--- src/rtl/product_accumulator_8bits_if.sv ---
// Handshake bundle between the product producer, the accumulator and the
// result consumer. The slave view belongs to the accumulator; the master view
// belongs to whoever feeds products and takes results.
interface product_accumulator_8bits_if #(
  parameter int PROD_W    = 8,
  parameter int ACC_W     = 16,
  parameter int MAX_TERMS = 16
);
  localparam int CNT_W = $clog2(MAX_TERMS) + 1;

  logic              in_valid;
  logic              in_ready;
  logic [PROD_W-1:0] prod_num;
  logic              in_last;
  logic              clr;
  logic              out_valid;
  logic              out_ready;
  logic [ACC_W-1:0]  acc_num;
  logic [CNT_W-1:0]  term_cnt;
  logic              ovf;

  modport slave (
    input  in_valid, prod_num, in_last, clr, out_ready,
    output in_ready, out_valid, acc_num, term_cnt, ovf
  );

  modport master (
    output in_valid, prod_num, in_last, clr, out_ready,
    input  in_ready, out_valid, acc_num, term_cnt, ovf
  );
endinterface

--- src/rtl/product_accumulator_8bits.sv ---
// Signed dot-product accumulator for the 4x4 multiplier's 8-bit products.
// Beats are summed until in_last or MAX_TERMS beats, then the result is held
// until the consumer takes it (one bubble cycle on the handshake).
// Optional feature: define SATURATE_EN to clamp each add to the ACC_W signed
// range and report a sticky overflow on ovf; otherwise sums wrap and ovf is 0.
module product_accumulator_8bits #(
  parameter int PROD_W    = 8,
  parameter int ACC_W     = 16,
  parameter int MAX_TERMS = 16
) (
  input  logic clk,
  input  logic rst,
  product_accumulator_8bits_if.slave bus
);
  localparam int CNT_W = $clog2(MAX_TERMS) + 1;

  typedef enum logic {S_ACC, S_DONE} state_t;

  state_t           state_q, state_d;
  logic [ACC_W-1:0] acc_q, acc_base, prod_ext, acc_next;
  logic [CNT_W-1:0] cnt_q, cnt_base, cnt_next;
  logic [ACC_W-1:0] acc_num_q;
  logic [CNT_W-1:0] term_cnt_q;
  logic             beat, close, hshk, clr_only;

  // Handshake decode straight from the state register, so in_ready never
  // depends combinationally on out_ready.
  assign bus.in_ready  = (state_q == S_ACC);
  assign bus.out_valid = (state_q == S_DONE);
  assign bus.acc_num   = acc_num_q;
  assign bus.term_cnt  = term_cnt_q;

  assign beat     = bus.in_valid && (state_q == S_ACC);
  assign hshk     = bus.out_ready && (state_q == S_DONE);
  assign clr_only = bus.clr && !bus.in_valid && (state_q == S_ACC);

  // A clr arriving with a beat makes that beat the first term of a fresh sum.
  assign acc_base = bus.clr ? '0 : acc_q;
  assign cnt_base = bus.clr ? '0 : cnt_q;
  assign cnt_next = cnt_base + 1'b1;
  assign prod_ext = {{(ACC_W-PROD_W){bus.prod_num[PROD_W-1]}}, bus.prod_num};
  assign close    = bus.in_last || (cnt_base == CNT_W'(MAX_TERMS - 1));

`ifdef SATURATE_EN
  logic [ACC_W:0] sum_wide;
  logic           sat_hit, flag_q, flag_next, ovf_q;

  // One guard bit detects signed overflow; clamp to the nearest rail.
  always_comb begin
    sum_wide = {acc_base[ACC_W-1], acc_base} + {prod_ext[ACC_W-1], prod_ext};
    sat_hit  = 1'b0;
    acc_next = sum_wide[ACC_W-1:0];
    if (sum_wide[ACC_W] != sum_wide[ACC_W-1]) begin
      sat_hit  = 1'b1;
      acc_next = sum_wide[ACC_W] ? {1'b1, {(ACC_W-1){1'b0}}}
                                 : {1'b0, {(ACC_W-1){1'b1}}};
    end
  end

  assign flag_next = (bus.clr ? 1'b0 : flag_q) | sat_hit;
  assign bus.ovf   = ovf_q;

  // Sticky clamp flag for the vector in flight; latched into ovf on close.
  always_ff @(posedge clk) begin
    if (rst) begin
      flag_q <= 1'b0;
      ovf_q  <= 1'b0;
    end else if (hshk || clr_only) begin
      flag_q <= 1'b0;
    end else if (beat) begin
      flag_q <= flag_next;
      if (close) ovf_q <= flag_next;
    end
  end
`else
  assign acc_next = acc_base + prod_ext;
  assign bus.ovf  = 1'b0;
`endif

  // State register.
  always_ff @(posedge clk) begin
    if (rst) state_q <= S_ACC;
    else     state_q <= state_d;
  end

  // Next state: close on a qualifying beat, reopen on the result handshake.
  always_comb begin
    state_d = state_q;
    case (state_q)
      S_ACC:   if (beat && close) state_d = S_DONE;
      S_DONE:  if (bus.out_ready) state_d = S_ACC;
      default: state_d = S_ACC;
    endcase
  end

  // Running sum, term count and the held result registers.
  always_ff @(posedge clk) begin
    if (rst) begin
      acc_q      <= '0;
      cnt_q      <= '0;
      acc_num_q  <= '0;
      term_cnt_q <= '0;
    end else if (hshk || clr_only) begin
      acc_q <= '0;
      cnt_q <= '0;
    end else if (beat) begin
      acc_q <= acc_next;
      cnt_q <= cnt_next;
      if (close) begin
        acc_num_q  <= acc_next;
        term_cnt_q <= cnt_next;
      end
    end
  end
endmodule

--- src/flat_wrapper.sv ---
// flat-port wrapper written by rule: the top's interface ports become plain ports
module product_accumulator_8bits_flat 
#(
  parameter int PROD_W    = 8,
  parameter int ACC_W     = 16,
  parameter int MAX_TERMS = 16
)
  (clk, rst, bus_in_valid, bus_prod_num, bus_in_last, bus_clr, bus_out_ready, bus_in_ready, bus_out_valid, bus_acc_num, bus_term_cnt, bus_ovf);
  product_accumulator_8bits_if #(.PROD_W(PROD_W), .ACC_W(ACC_W), .MAX_TERMS(MAX_TERMS)) bus_i ();
  input  logic clk;
  input  logic rst;
  input wire logic [$bits(bus_i.in_valid)-1:0] bus_in_valid;
  input wire logic [$bits(bus_i.prod_num)-1:0] bus_prod_num;
  input wire logic [$bits(bus_i.in_last)-1:0] bus_in_last;
  input wire logic [$bits(bus_i.clr)-1:0] bus_clr;
  input wire logic [$bits(bus_i.out_ready)-1:0] bus_out_ready;
  output wire logic [$bits(bus_i.in_ready)-1:0] bus_in_ready;
  output wire logic [$bits(bus_i.out_valid)-1:0] bus_out_valid;
  output wire logic [$bits(bus_i.acc_num)-1:0] bus_acc_num;
  output wire logic [$bits(bus_i.term_cnt)-1:0] bus_term_cnt;
  output wire logic [$bits(bus_i.ovf)-1:0] bus_ovf;
  assign bus_i.in_valid = bus_in_valid;
  assign bus_i.prod_num = bus_prod_num;
  assign bus_i.in_last = bus_in_last;
  assign bus_i.clr = bus_clr;
  assign bus_i.out_ready = bus_out_ready;
  assign bus_in_ready = bus_i.in_ready;
  assign bus_out_valid = bus_i.out_valid;
  assign bus_acc_num = bus_i.acc_num;
  assign bus_term_cnt = bus_i.term_cnt;
  assign bus_ovf = bus_i.ovf;
  product_accumulator_8bits #(.PROD_W(PROD_W), .ACC_W(ACC_W), .MAX_TERMS(MAX_TERMS)) u_core (.clk(clk), .rst(rst), .bus(bus_i));
endmodule
--- config.mk ---
export PLATFORM = sky130hd
export DESIGN_NAME = product_accumulator_8bits_flat
export DESIGN_NICKNAME = d
export VERILOG_FILES = /design/src/rtl/product_accumulator_8bits_if.sv /design/src/rtl/product_accumulator_8bits.sv /design/src/flat_wrapper.sv
export SDC_FILE = /design/constraint.sdc
export NUM_CORES = 1
export LEC_CHECK = 0
export BUFFER_PORTS_ARGS = -buffer_cell sky130_fd_sc_hd__buf_2
export CORE_ASPECT_RATIO = 1.4
export CORE_MARGIN = 3
export CORE_UTILIZATION = 45
export DETAILED_ROUTE_END_ITERATION = 16
export PLACE_DENSITY = 0.72
export SYNTH_ARGS = -nofsm -noshare
export SYNTH_HDL_FRONTEND = slang
export SYNTH_SLANG_ARGS = --single-unit
--- constraint.sdc ---
create_clock -name clk -period 3.2 [get_ports clk]
set_clock_uncertainty 0.1 [all_clocks]
set_input_delay 0.64 -clock clk [delete_from_list [all_inputs] [get_ports clk]]
set_output_delay 0.64 -clock clk [all_outputs]
set_load 0.005 [all_outputs]
Word-level counts from Yosys, hierarchy flattened --
Index checks and enable logic that the tools add are counted.
Storage, ports and cells: flip-flop bits (word level) 43, input port bits 14, logic and storage cells 25
Cells by class: add/sub/neg operators 2, equal/unequal tests 1, multiplexer cells 5, bitwise logic cells 2, reduce and logical (&&, ||, !) cells 10
Operators by type and width (number):
- adder 16 bit | 1
- 2-to-1 mux 16 bit | 1
- adder 5 x 1 -> 5 bit, second input constant | 1
- equality test 5 x 4 -> 1 bit, second input constant | 1
- logical AND 1 bit | 5
- 2-to-1 mux 5 bit | 1
- AND reduction 3 bit | 1
- logical OR 1 bit | 2
- 2-to-1 mux 1 bit | 2
- inverter 1 bit | 2
- one-hot mux 1 bit (2 select lines) | 1
- OR reduction 2 bit | 1
- logical NOT 1 bit | 1

Depth between registers and ports, before layout --
Gate-level depths: netlist (run 1).
depth after elaboration 6, gate-level depth with buffers 10

Worst setup path after synthesis (run 1) --
OpenSTA, ideal clock, no wires.
path kind input port to flip-flop, start input port bus_clr, end register u_core.acc_q[14], library setup time 132 ps, arrival time 2718 ps, required time 2968 ps, path slack 249 ps, cell stages on the path 10, buffers on the path 1, cells stage by stage clkbuf_1 > nor2b_1 > ha_1 > fa_1 > a21o_1 > a221oi_4 > nor3b_2 > or4_4 > nand3_1 > a21oi_1
On the way: word-level cells in the longest chain between the ends 4, elaborated cells between the ends (all ways) 6, those cells by class add/sub: 1; mux: 1; reduce/logical: 4
RTL lines:
- start: declaration | line flat_wrapper.sv:15 | input wire logic [$bits(bus_i.clr)-1:0] bus_clr;
- parallel branches: the longest is 4 deep, another holds adder 16 bit
- end signal: assignment | line product_accumulator_8bits.sv:107 | acc_q <= acc_next;
- end: declaration | line product_accumulator_8bits.sv:20 | logic [ACC_W-1:0] acc_q, acc_base, prod_ext, acc_next;
Parallel ways; which one is timed is not known. A chain may end at the register's enable or synchronous reset.

Final worst setup path (run 1) --
start input port bus_clr, end register u_core.acc_num_q[14] (netlist: u_core.bus.acc_num[14])
On the way: word-level cells in the longest chain between the ends 5, elaborated cells between the ends (all ways) 10, those cells by class add/sub: 1; eq/ne: 1; mux: 2; bitwise: 1; reduce/logical: 5
RTL lines:
- parallel branches: the longest is 5 deep, another holds adder 16 bit
- end signal: assignment | line product_accumulator_8bits.sv:110 | acc_num_q <= acc_next;
- end: declaration | line product_accumulator_8bits.sv:22 | logic [ACC_W-1:0] acc_num_q;
Parallel ways; which one is timed is not known.

==> results.sh, run 1 <==
export IMPL_crit_type="in2reg"
export IMPL_p_per_area_nw_per_um2=416
export IMPL_worstPathCellList="buf_2, buf_4, nor2b_1, ha_1, a21o_1, a21o_1, a32o_1, or4_4, nand3_1, a21oi_1"
export IMPL_cp_arrival_ns=2.77
export IMPL_drt_pass1_iter_count=4
export IMPL_wl_per_cell_um=14.1
export IMPL_whs_ns=0.351
export IMPL_die_area_um2=6560
export IMPL_hp_start="u_core.acc_q[7]"
export IMPL_synth_edf_count=0
export IMPL_relSlewSlack_pct=65.3
export IMPL_setup_viol=0
export IMPL_crit_path_max_fanout=17
export IMPL_cp_end_kind="flip-flop"
export IMPL_r2r_slack_ns=0.65
export IMPL_synth_nets=351
export IMPL_holdBufCountCts=0
export IMPL_yosysSeqAreaShare_pct=34.1
export IMPL_syn_area_um2=2520
export IMPL_area_growth_pct=13.8
export IMPL_grt_pass1_wl_um=10100
export IMPL_dp_hpwl_um=4300
export IMPL_grt_setup_unrepaired="false"
export IMPL_yosys_warnings=0
export IMPL_cts_made_buffers=5
export IMPL_drv_slew=0
export IMPL_r2r_end="u_core.bus.acc_num[14]"
export IMPL_antenna_left=0
export IMPL_clk_pin_slew_worst_paths_ns=0.08
export IMPL_finalCritPeriodShare_pct=84.5
export IMPL_vias=2308
export IMPL_io_pins=38
export IMPL_top_usage_layer="met2"
export IMPL_fin_area_um2=2870
export IMPL_grt_max_degree=27
export IMPL_clock_latency_ns=0.30
export IMPL_ir_drop_uv=204
export IMPL_r2r_cells=9
export IMPL_syn_area_per_cell_um2=7.92
export IMPL_antenna_found_initial=0
export IMPL_async_reset_ff_share_pct=0
export IMPL_wirelength_um=5890
export IMPL_start_util_pct=47.5
export IMPL_total_leakage_power_nw=1.25
export IMPL_hold_violations=0
export IMPL_core_area_um2=5310
export IMPL_cap_violations=0
export IMPL_clockBufferDepth=2
export IMPL_htree_levels=2
export IMPL_worstMarginPinSlew_ns=0.521
export IMPL_post_cts_buffers=0
export IMPL_portBuffers=36
export IMPL_synth_flop_cell="dfxtp_1"
export IMPL_layout_drive_gt1_share_pct=17.0
export IMPL_slowest_stage="or4_4"
export IMPL_nFillCells=531
export IMPL_grt_overflow_total=0
export IMPL_hold_path_class="reg2reg"
export IMPL_first_iter_violations=134
export IMPL_grtUsageMet1_pct=22.4
export IMPL_whs_path_depth=2
export IMPL_rows=31
export IMPL_grt_util_met3_pct=3.30
export IMPL_max_freq_mhz=370
export IMPL_synth_ff_latch_count=43
export IMPL_cts_tree="built"
export IMPL_cp_common_cell="a21o_1"
export IMPL_rr_startpoint="u_core.acc_q[0]"
export IMPL_antennaDiodeCount=0
export IMPL_hold_end="u_core.acc_q[7]"
export IMPL_vias_per_cell=5.52
export IMPL_outcome="complete, no violations"
export IMPL_drcViolationCount=0
export IMPL_cts_root_buf="clkbuf_8"
export IMPL_fp_dieW_um=69.3
export IMPL_use_met2_pct=33.8
export IMPL_die_y_um=94.6
export IMPL_multi_input_area_um2=1560
export IMPL_power_w=0.00120
export IMPL_syn_inst=319
export IMPL_regArea_um2=861
export IMPL_ys_types=45
export IMPL_critPathRequiredTime_ns=3.27
export IMPL_nets=383
export IMPL_startpoint_type="input port"
export IMPL_placed_area_um2=2780
export IMPL_critPathMaxStageDelay_ns=0.48
export IMPL_grt_pass1_vias=2245
export IMPL_final_util_pct=54.1
export IMPL_place_congestion=0.830
export IMPL_min_period_ns=2.70
export IMPL_cts_sinks=43
export IMPL_fin_tns_setup_ns=0
export IMPL_post_cts_resized=0
export IMPL_grt_total_usage_pct=19.0
==> cells by family after synthesis <==
logic type / Yosys count / share of synthesized area, %
buffers and inverters: 24 / 4.21
XOR/XNOR: 12 / 4.16
multiplexers: 5 / 1.98
flip-flops: 43 / 34.1
adder cells (fa/ha/maj): 18 / 9.22
AO/OA/AOI/OAI: 83 / 21.0
AND/OR/NAND/NOR: 133 / 25.2
other: 1 / 0.149
==> worst max-delay path by stage <==
stage / from / end / cells past startpoint / slack [ns]
finish: bus_clr / u_core.bus.acc_num[14] / 10 / 0.50
global route: bus_clr / u_core.bus.acc_num[14] / 10 / 0.31
CTS: bus_clr / u_core.bus.acc_num[14] / 10 / 0.51
detailed placement: bus_clr / u_core.bus.acc_num[14] / 10 / 0.18
global placement: bus_clr / u_core.bus.acc_num[14] / 10 / 0.24
floorplan: bus_clr / u_core.acc_q[14] / 10 / 0.25
==> worst max-delay path, delay by kind of cell <==
| kind | cells | cell delay [ns] |
|---|---|---|
| buffers and inverters | 2 | 0.42 |
| AO/OA/AOI/OAI | 4 | 0.65 |
| adder cells (fa/ha/maj) | 1 | 0.39 |
| AND/OR/NAND/NOR | 3 | 0.66 |
==> flip-flops by register name, indices dropped and copies added, names as in the netlist <==
name,flops
u_core.acc_q,16
u_core.bus.acc_num,16
u_core.bus.term_cnt,5
u_core.cnt_q,5
u_core.bus.out_valid,1
==> cells in the mapped netlist (all sizes together), types with 3 or more instances <==
cell type	number	area (um2)
ha	17	213
o21ai	13	68.8
dfxtp	43	861
nand3b	3	22.5
xor2	5	43.8
nand2	58	218
nor2	19	71.3
nor3	6	30.0
nand4	3	18.8
nand2b	4	25.0
nor2b	19	119
buf	5	33.8
nand3	11	55.1
inv	3	11.3
mux2i	5	50.1
xnor2	7	61.3
a21oi	38	190
a211oi	9	67.6
clkbuf	16	61.3
and3	5	31.3
a21o	6	45.0
==> final cells by class <==
class	instances	share of cell area [%]
clock buffer	5	2.40
clock inverter	3	0.828
inverter	3	0.392
multi-input combinational	252	54.2
sequential	43	30.0
tap	66	2.87
timing repair buffer	46	9.32
==> metrics by stage <==
stage,setup WS [ns],std cells
3_5_place_dp,0.179,410
4_1_cts,0.505,418
5_1_grt,0.314,418
2_1_floorplan,0.249,319
6_report,0.497,418
3_3_place_gp,0.244,410
==> where the power goes <==
part           leakage [nW]  total, W  switching [W]  internal, W
clock network        0.0408  0.000360       0.000204     0.000156
registers             0.352  0.000583      0.0000154     0.000568
logic                 0.853  0.000252       0.000147     0.000105
==> cell usage in the layout (no fill, tap or decap), types with 5 or more instances in the layout <==
cell,n
a211oi_1,9
a21o_1,6
a21oi_1,38
and3_1,5
buf_2,36
buf_4,9
clkbuf_8,5
dfxtp_1,43
ha_1,17
mux2i_1,5
nand2_1,58
nand3_1,11
nor2_1,19
nor2b_1,19
nor3_1,6
o21ai_0,10
xnor2_1,7
xor2_1,5
==> per-layer routing <==
metal,vias up,wire (um)
li1,1174,-
met1,1076,2670
met2,47,2870
met3,11,204
met4,0,144
met5,-,0
Power figures use the tool's default switching activity.
==> run 2, diff against run 1 <==
--- a/config.mk
+++ b/config.mk
@@ -5,12 +5,13 @@
 export SDC_FILE = /design/constraint.sdc
 export NUM_CORES = 1
 export LEC_CHECK = 0
+export ABC_AREA = 1
 export BUFFER_PORTS_ARGS = -buffer_cell sky130_fd_sc_hd__buf_2
 export CORE_ASPECT_RATIO = 1.4
 export CORE_MARGIN = 3
 export CORE_UTILIZATION = 45
 export DETAILED_ROUTE_END_ITERATION = 16
-export PLACE_DENSITY = 0.72
+export PLACE_DENSITY = 0.74
 export SYNTH_ARGS = -nofsm -noshare
 export SYNTH_HDL_FRONTEND = slang
 export SYNTH_SLANG_ARGS = --single-unit
==> constraint.sdc (replaced) <==
create_clock -name clk -period 2.35 [get_ports clk]
set_clock_uncertainty 0.1 [all_clocks]
set_input_delay 0.47 -clock clk [delete_from_list [all_inputs] [get_ports clk]]
set_output_delay 0.47 -clock clk [all_outputs]
set_load 0.005 [all_outputs]
==> run 2 against run 1 <==
  * Worst hold slack improved by 0.017 ns
  * Global-route usage up 1.3 points
  * Non-clock buffer count is the same
  * Wire length increased by 17%
  * Register-to-register slack got worse by 0.34 ns
  * First-iteration DRC count fell by 26%
  * Combinational power is 63% higher
  * Sequential cell count did not move
  * Highest routed layer unchanged
==> results.sh, run 2 <==
export IMPL_outcome="complete, no violations"
export IMPL_critPathRequiredTime_ns=2.46
export IMPL_wirelength_um=6890
export IMPL_vias_per_cell=4.91
export IMPL_grt_total_usage_pct=20.2
export IMPL_htree_levels=2
export IMPL_seqPwrFrac_pct=44.1
export IMPL_cp_arrival_ns=2.15
export IMPL_synth_flop_cell="dfxtp_1"
export IMPL_cts_made_buffers=5
export IMPL_fin_area_um2=3210
export IMPL_critPathMaxStageDelay_ns=0.41
export IMPL_core_area_um2=5990
export IMPL_p_comb_share_pct=22.8
export IMPL_grt_pass1_vias=2652
export IMPL_final_cells=557
export IMPL_drv_slew=0
export IMPL_holdBufCountCts=0
export IMPL_cp_top_family="adder cells"
export IMPL_setup_viol=0
export IMPL_post_place_cells=549
export IMPL_synth_edf_count=0
export IMPL_clk_pin_slew_worst_paths_ns=0.09
export IMPL_cts_sinks=43
export IMPL_fp_dieW_um=72.9
export IMPL_p_switching_w=0.000558
export IMPL_yosys_warnings=0
export IMPL_cp_num_buf_inv=2
export IMPL_post_cts_buffers=0
export IMPL_synth_top_area_share_pct=30.5
export IMPL_grt_overflow_total=0
export IMPL_crit_path_max_fanout=3
export IMPL_die_area_um2=7270
export IMPL_wl_per_cell_um=12.4
export IMPL_grt_setup_unrepaired="false"
export IMPL_layout_drive_gt1_share_pct=15.4
export IMPL_final_cell_mix="122 x nand2_1, 89 x inv_1, 56 x nor2_1"
export IMPL_worstPathCellList="inv_1, nor2_1, ha_1, fa_1, nand2_1, nand2_1, and2_4, nand2_1, nand2_1, xnor2_1, nand2_1, nand2_1, inv_1"
export IMPL_whs_ns=0.368
export IMPL_ys_types=31
export IMPL_swShare_pct=30.9
export IMPL_drt_pass1_iter_count=4
export IMPL_final_common_cell="nand2_1"
export IMPL_antenna_found_initial=0
export IMPL_total_leakage_power_nw=1.84
export IMPL_finalCritPeriodShare_pct=87.0
export IMPL_cp_end_kind="flip-flop"
export IMPL_grt_max_degree=26
export IMPL_postLayoutSetupSlackWorst_ns=0.306
export IMPL_cap_violations=0
export IMPL_placed_area_um2=3100
export IMPL_synthTopCellsByArea="dfxtp_1 30%, nand2_1 16%, inv_1 12%"
export IMPL_portBuffers=36
export IMPL_crit_type="reg2reg"
export IMPL_synth_nets=480
export IMPL_start_util_pct=47.1
export IMPL_area_growth_pct=13.8
export IMPL_synth_largest_area_cell="dfxtp_1"
export IMPL_syn_inst=448
export IMPL_fin_tns_setup_ns=0
export IMPL_hold_path_class="reg2reg"
export IMPL_yosysSeqAreaShare_pct=30.5
export IMPL_cts_tree="built"
export IMPL_rows=33
export IMPL_io_pins=38
export IMPL_grt_pass1_wl_um=11600
export IMPL_p_per_area_nw_per_um2=563
export IMPL_intPower_w=0.00125
export IMPL_nets=518
export IMPL_max_freq_mhz=489
export IMPL_yosys_top_cells_count="122 x nand2_1, 89 x inv_1, 56 x nor2_1"
export IMPL_min_period_ns=2.04
export IMPL_drcViolationCount=0
export IMPL_syn_area_um2=2820
export IMPL_vias=2737
export IMPL_clock_latency_ns=0.31
export IMPL_ir_drop_uv=531
export IMPL_synth_ff_latch_count=43
export IMPL_async_reset_ff_share_pct=0
export IMPL_clockBufferDepth=2
export IMPL_synth_most_common_cell="nand2_1"
export IMPL_p_clk_share_pct=33.2
export IMPL_first_iter_violations=99
export IMPL_antenna_left=0
export IMPL_cts_root_buf="clkbuf_8"
export IMPL_hold_violations=0
export IMPL_cp_common_cell="nand2_1"
export IMPL_pre_cts_ws_ns=0.0314
export IMPL_die_y_um=99.7
export IMPL_post_cts_resized=0
export IMPL_startpoint_type="flip-flop"
export IMPL_dp_hpwl_um=5380
export IMPL_slowest_stage="fa_1"
export IMPL_syn_area_per_cell_um2=6.30
export IMPL_place_congestion=0.939
export IMPL_antennaDiodeCount=0
## run 2: cell types whose count changed in the layout (fill, tap and decap cells not counted), sizes merged, moves of 9 or more
| cell | before | now |
|---|---|---|
| nor2 | 19 | 56 |
| nand3 | 11 | 34 |
| a211oi | 9 | 0 |
| nor2b | 19 | 0 |
| nand2 | 58 | 124 |
| inv | 4 | 92 |
## run 2: metrics by stage
step / power [W] / utilization (%)
2_1_floorplan: 0.00110 / -
3_3_place_gp: 0.00122 / 51.8
3_5_place_dp: 0.00123 / 51.8
4_1_cts: 0.00183 / 53.6
5_1_grt: 0.00192 / 53.6
6_report: 0.00181 / 53.6
## run 2: cells by family (layout without fill, tap and decap cells)
group                      after synthesis  after routing  share of synthesized area, %
other                                    1              1                         0.133
xor gates and xnor gates                 6              6                          1.86
buffers and inverters                  107            146                          15.5
and+or+nand+nor                        225            225                          33.0
DFF                                     43             43                          30.5
adders and majority gates               18             18                          8.24
AOI/OAI and AO/OA                       48             48                          10.8
## run 2: routing by layer
metal | vias up | wire length, um | part of all wire, % | global-route usage, %
met5 | - | 0 | 0 | 0
met1 | 1245 | 2740 | 40 | 22.1
met2 | 44 | 3770 | 55 | 38.2
met3 | 14 | 231 | 3.4 | 3.34
met4 | 0 | 138 | 2.0 | 6.82
li1 | 1434 | - | - | -
## run 2: cell type report
class	count	area [um2]
Multi-Input combinational cell	298	1530
Clock inverter	3	43.8
Inverter	92	345
Tap cell	70	87.6
Sequential cell	43	861
Timing Repair Buffer	46	280
Clock buffer	5	68.8
Fill cell	599	2780
## run 2: power by group through the flow
stage / clock, W / combinational (W) / sequential, W
final: 0.000599 / 0.000411 / 0.000797
after detailed placement: 0 / 0.000412 / 0.000814
after global routing: 0.000643 / 0.000471 / 0.000801
after floorplan: 0 / 0.000291 / 0.000814
after global placement: 0 / 0.000408 / 0.000812
after CTS: 0.000616 / 0.000415 / 0.000797
## run 2: path summary, 6_finish.rpt
kind	startpoint	end	slack (ns)	cells past startpoint
setup / recovery	u_core.acc_q[0]	u_core.acc_q[8]	0.31	13
hold / removal	u_core.bus.term_cnt[2]	u_core.bus.term_cnt[2]	0.37	2
setup reg to reg	u_core.acc_q[0]	u_core.acc_q[8]	0.31	13
hold reg to reg	u_core.bus.term_cnt[2]	u_core.bus.term_cnt[2]	0.37	2
## run 2: worst min-delay path, cell delays in order (launching register included)
cell and delay, ns:
dfxtp_1 0.32, nand2_1 0.06, a21oi_1 0.05
